===== config.mk =====
export PLATFORM = sky130hd
export DESIGN_NAME = timer_ctrl
export DESIGN_NICKNAME = d
export VERILOG_FILES = /design/src/rtl/timer_ctrl.sv
export SDC_FILE = /design/constraint.sdc
export NUM_CORES = 1
export LEC_CHECK = 0
export CAP_MARGIN = 10
export CORE_ASPECT_RATIO = 1.1
export CORE_UTILIZATION = 25
export DETAILED_ROUTE_END_ITERATION = 12
export HOLD_SLACK_MARGIN = 0.08
export PLACE_DENSITY_LB_ADDON = 0.1
export SLEW_MARGIN = 15
export SYNTH_ARGS = -nofsm -noshare
export SYNTH_HDL_FRONTEND = slang
export SYNTH_SLANG_ARGS = --single-unit

===== constraint.sdc =====
create_clock -name clk -period 2.4 [get_ports clk]
set_input_delay 0.48 -clock clk [delete_from_list [all_inputs] [get_ports clk]]
set_output_delay 0.48 -clock clk [all_outputs]
set_load 0.03 [all_outputs]

===== src/rtl/timer_ctrl.sv =====
// timer_ctrl: sequencing controller for the MM:SS BCD countdown/alarm datapath.
// Owns the four setpoint digits and the edit cursor. Runs the
// idle/set/run/pause/alarm state machine. Every output is registered.
//
// Ports:
//   clk, reset         system clock, synchronous active-high reset
//   tick               1 Hz single-cycle pulse from the clock divider
//   start_p            debounced start/pause pulse
//   sel_p              debounced mode/select pulse
//   inc_p              debounced increase pulse
//   cnt_done           datapath reached 00:00; only looked at in RUN
//   set_d0..set_d3     setpoint digits (ss units, ss tens, mm units, mm tens)
//   load               one-cycle load strobe into the counter datapath
//   cnt_en             datapath count enable
//   blink_mask         per-digit blank request toward the display
//   alarm              buzzer/alarm indication
//   state              current state encoding (debug/LEDs)
module timer_ctrl #(
    parameter int unsigned ALARM_SECS = 10
) (
    input  logic       clk,
    input  logic       reset,
    input  logic       tick,
    input  logic       start_p,
    input  logic       sel_p,
    input  logic       inc_p,
    input  logic       cnt_done,
    output logic [3:0] set_d0,
    output logic [3:0] set_d1,
    output logic [3:0] set_d2,
    output logic [3:0] set_d3,
    output logic       load,
    output logic       cnt_en,
    output logic [3:0] blink_mask,
    output logic       alarm,
    output logic [2:0] state
);

    typedef enum logic [2:0] {
        StIdle  = 3'd0,
        StSet   = 3'd1,
        StRun   = 3'd2,
        StPause = 3'd3,
        StAlarm = 3'd4
    } state_e;

    localparam logic [7:0] AlarmInit = 8'(ALARM_SECS);

    state_e          state_q, state_d;
    logic [3:0][3:0] digit_q, digit_d;
    logic [1:0]      cursor_q, cursor_d;
    logic            blink_q, blink_d;
    logic [7:0]      alarm_cnt_q, alarm_cnt_d;
    logic            load_q, load_d;
    logic            cnt_en_q, cnt_en_d;
    logic [3:0]      blink_mask_q, blink_mask_d;
    logic            alarm_q, alarm_d;

    logic            setpoint_nz;
    logic [3:0]      digit_max;

    assign setpoint_nz = |digit_q;
    // Odd cursor positions are tens digits and wrap at 5.
    assign digit_max   = cursor_q[0] ? 4'd5 : 4'd9;

    always_comb begin
        state_d     = state_q;
        digit_d     = digit_q;
        cursor_d    = cursor_q;
        alarm_cnt_d = alarm_cnt_q;
        load_d      = 1'b0;
        blink_d     = tick ? ~blink_q : blink_q;

        // Only the highest-priority event acts in a cycle.
        case (state_q)
            StIdle, StSet: begin
                if (start_p) begin
                    if (setpoint_nz) begin
                        state_d = StRun;
                        load_d  = 1'b1;
                    end
                end else if (sel_p) begin
                    if (state_q == StIdle) begin
                        state_d  = StSet;
                        cursor_d = 2'd0;
                    end else if (cursor_q == 2'd3) begin
                        state_d  = StIdle;
                        cursor_d = 2'd0;
                    end else begin
                        cursor_d = cursor_q + 2'd1;
                    end
                end else if (inc_p && (state_q == StSet)) begin
                    digit_d[cursor_q] = (digit_q[cursor_q] >= digit_max) ? 4'd0
                                                                       : digit_q[cursor_q] + 4'd1;
                end
            end
            StRun: begin
                // A stale cnt_done in the load cycle predates the new count.
                if (cnt_done && !load_q) begin
                    state_d     = StAlarm;
                    alarm_cnt_d = AlarmInit;
                end else if (start_p) begin
                    state_d = StPause;
                end
            end
            StPause: begin
                if (start_p) begin
                    state_d = StRun;
                end else if (sel_p) begin
                    state_d = StIdle;
                end
            end
            StAlarm: begin
                if (start_p || sel_p || inc_p) begin
                    state_d     = StIdle;
                    alarm_cnt_d = 8'd0;
                end else if (tick) begin
                    if (alarm_cnt_q <= 8'd1) begin
                        state_d     = StIdle;
                        alarm_cnt_d = 8'd0;
                    end else begin
                        alarm_cnt_d = alarm_cnt_q - 8'd1;
                    end
                end
            end
            default: begin
                state_d = StIdle;
            end
        endcase

        // Outputs are derived from next-state values so they line up with state.
        cnt_en_d     = (state_d == StRun) && !load_d;
        alarm_d      = (state_d == StAlarm);
        blink_mask_d = 4'b0000;
        if (state_d == StSet) begin
            blink_mask_d[cursor_d] = blink_d;
        end else if (state_d == StAlarm) begin
            blink_mask_d = {4{blink_d}};
        end
    end

    always_ff @(posedge clk) begin
        if (reset) begin
            state_q      <= StIdle;
            digit_q      <= '0;
            cursor_q     <= 2'd0;
            blink_q      <= 1'b0;
            alarm_cnt_q  <= 8'd0;
            load_q       <= 1'b0;
            cnt_en_q     <= 1'b0;
            blink_mask_q <= 4'b0000;
            alarm_q      <= 1'b0;
        end else begin
            state_q      <= state_d;
            digit_q      <= digit_d;
            cursor_q     <= cursor_d;
            blink_q      <= blink_d;
            alarm_cnt_q  <= alarm_cnt_d;
            load_q       <= load_d;
            cnt_en_q     <= cnt_en_d;
            blink_mask_q <= blink_mask_d;
            alarm_q      <= alarm_d;
        end
    end

    assign set_d0     = digit_q[0];
    assign set_d1     = digit_q[1];
    assign set_d2     = digit_q[2];
    assign set_d3     = digit_q[3];
    assign load       = load_q;
    assign cnt_en     = cnt_en_q;
    assign blink_mask = blink_mask_q;
    assign alarm      = alarm_q;
    assign state      = state_q;

endmodule


==> results.ini <==
[outcome]
status=finished clean

[critical_path]
slowest_stage=mux4_2
crit_type=reg2reg
timing.critical_path.mode_cell=nor2_1
start_kind=flop
worstPathArrival_ps=2390
critPathCaptureType=flop
cp_cell_sequence=mux4_2 > ha_1 > nand2_1 > o21ai_1 > buf_4 > nor2_1 > a22oi_1 > nor2_1
max_stage_delay_ps=590
crit_required_ps=2580
crit_fanout=16

[grt]
grt-ovfl-total=0
grt_max_degree=17
grt_usage_pct=13.28
grt_first_pass_wirelength_um=8321
antenna_found_initial=0
grt_pass1_vias=1607

[sta]
slew_viol_final=0
worstMarginPinSlew_ps=439.9
min_period_ps=2206
fin_crit_sh_pct=91.93
fin_worst_skew_ps=7.216
relSlewSlack_pct=70.43
setup_tns_ps=0
setup-violations-final=0
rsz0062_at_grt=no
max_freq_mhz=453.2
hold_viol=0

[yosys]
synth-main-ff-cell=dfxtp_1
yosys_warnings=0
ys_ff_latch=37
avgSynthCellArea_sq_um=8.890
syn_area_sq_mm=0.001938
synth-async-reset-ratio_pct=0
synth-edff-count=0
synth_cells=218
syn-num-nets=236
synthDistinctLibCells=43
seq_area_frac_synth_pct=38.22

[clock_tree]
cts_max_path_buffers=2
cts_resized=0
cts_hold_buf=0
cts_buffers=5
ctsRootBufferMaster=clkbuf_8
clk_latency_ps=290
h-tree-depth=2
cts_tree=built
clk_pin_slew_worst_paths_ps=80
clkSinkCount=37
postCtsSetupBuffers=0

[floorplanning]
die-height_um=94.35
io_pins=33
coreArea_sq_mm=0.007473
dieWidth_um=85.95
die_area_sq_mm=0.008109
core.rowCount=33
start_util_pct=25.93

[run]
cap_violations=0

[final_layout]
drive_gt1_share_pct=14.18
areaGrowthSynthToFinish_pct=32.21
instances_no_fill=366
diodes=0
layout.nets=278
final_core_util_pct=34.29

[detailed_routing]
drtPass1Iterations=4
vias=1677
avgRoutedWirePerCell_um=14.00
drt_iter0_markers=65
drcViolationCount=0
antenna_left=0
vias_per_cell=4.582
wirelength_um=5125

[placed_design]
dp_hpwl_um=3860
port_buffers=32
place_congestion=0.7509
placed_cells=358

[pwr]
p_leak_nw=0.9260
p_per_area_mw_per_mm2=536.6
vdd_drop_max_uv=280.7

[hold_path]
hp-class=reg2reg

final timing paths:
path                        from              to  slack [ps]  cells after the start
hold reg to reg   alarm_cnt_q[7]  alarm_cnt_q[7]         530                      2
setup reg to reg     cursor_q[0]       set_d0[3]         190                      8
setup / recovery     cursor_q[0]       set_d0[3]         190                      8
hold / removal    alarm_cnt_q[7]  alarm_cnt_q[7]         530                      2
stage by stage:
stage               hold WS, ps  power (mW)  area (sq um)  worst slack (ps)
floorplan                 474.9      0.7020          1939             30.04
global placement          511.1      0.7416          2429             17.17
detailed placement        508.4      0.7400          2429             29.92
CTS                       534.6       1.395          2562             147.2
global route              568.0       1.435          2562             48.29
finish                    532.9       1.375          2562             193.6
synth_stat cells (2+ instances only):
library cell | instances | area share [%]
nor2b_1 | 5 | 1.6
nor3_1 | 15 | 3.9
o21a_1 | 2 | 0.77
a31oi_1 | 3 | 0.97
nor2_1 | 38 | 7.4
xnor2_1 | 3 | 1.4
xor2_1 | 4 | 1.8
o21ai_0 | 3 | 0.77
a21oi_1 | 18 | 4.6
nor4_1 | 4 | 1.3
nand2_1 | 9 | 1.7
nor2_2 | 2 | 0.65
xnor2_2 | 2 | 1.7
nand4_1 | 4 | 1.3
nor4_2 | 2 | 1.3
buf_2 | 2 | 0.52
a22oi_1 | 4 | 1.5
inv_1 | 10 | 1.9
or3_1 | 2 | 0.65
mux4_2 | 4 | 4.6
clkbuf_1 | 4 | 0.77
nor3b_1 | 3 | 1.2
dfxtp_1 | 37 | 38
ha_1 | 11 | 7.1
o21ai_1 | 3 | 0.77
nand3_1 | 7 | 1.8
flip-flops by register name (all words and copies together) (netlist names):
signal and flops:
alarm_cnt_q 8, blink_mask 4, set_d0 4, set_d1 4
set_d2 4, set_d3 4, state 3, cursor_q 2
alarm 1, blink_q 1, cnt_en 1, load 1
area by class of cell:
| cell class | count | area [sq um] |
|---|---|---|
| inverters | 10 | 37.54 |
| clock inverters | 3 | 65.06 |
| flip-flops and latches | 37 | 740.7 |
| well taps | 105 | 131.4 |
| repair buffers | 42 | 395.4 |
| multi-input cells | 164 | 1124 |
| clock buffers | 5 | 68.82 |
| fillers | 780 | 4911 |
routing by layer:
metal	track usage, %	share of wire, %	up-vias
li1	-	-	852
met4	4.583	1.4	0
met3	2.972	4.5	6
met1	16.79	47	777
met5	0	0	-
met2	22.22	47	42
kinds of logic after synthesis:
kind of cell / count (synthesis) / share of synthesized area, %
compound gates: 39 / 13.36
xor+xnor: 9 / 4.842
fa+ha+maj: 11 / 7.101
buf+inv: 17 / 3.809
flops: 37 / 38.22
mux: 4 / 4.648
simple gates: 101 / 28.02
where the power goes:
group	internal, mW	switching (mW)	total, mW
Sequential	0.620	0.00852	0.629
Clock	0.413	0.237	0.650
Combinational	0.0409	0.0552	0.0961
worst max-delay path, delay by kind of cell, from the launching register on:
family / cells / cell delay [ps]
mux: 1 / 590
fa+ha+maj: 1 / 320
simple gates: 3 / 180
compound gates: 2 / 300
buf+inv: 1 / 220
flops: 1 / 480
cells in the final DEF, fill, tap and decap left out, types with 5 or more instances in the layout:
master and n:
nand2_1 9, ha_1 11, clkdlybuf4s50_1 32, dfxtp_1 37, clkbuf_8 5, nor2_1 38
nor2b_1 5, nor3_1 15, nand3_1 7, inv_1 10, buf_4 10, a21oi_1 18
Power figures use the tool's default switching activity.
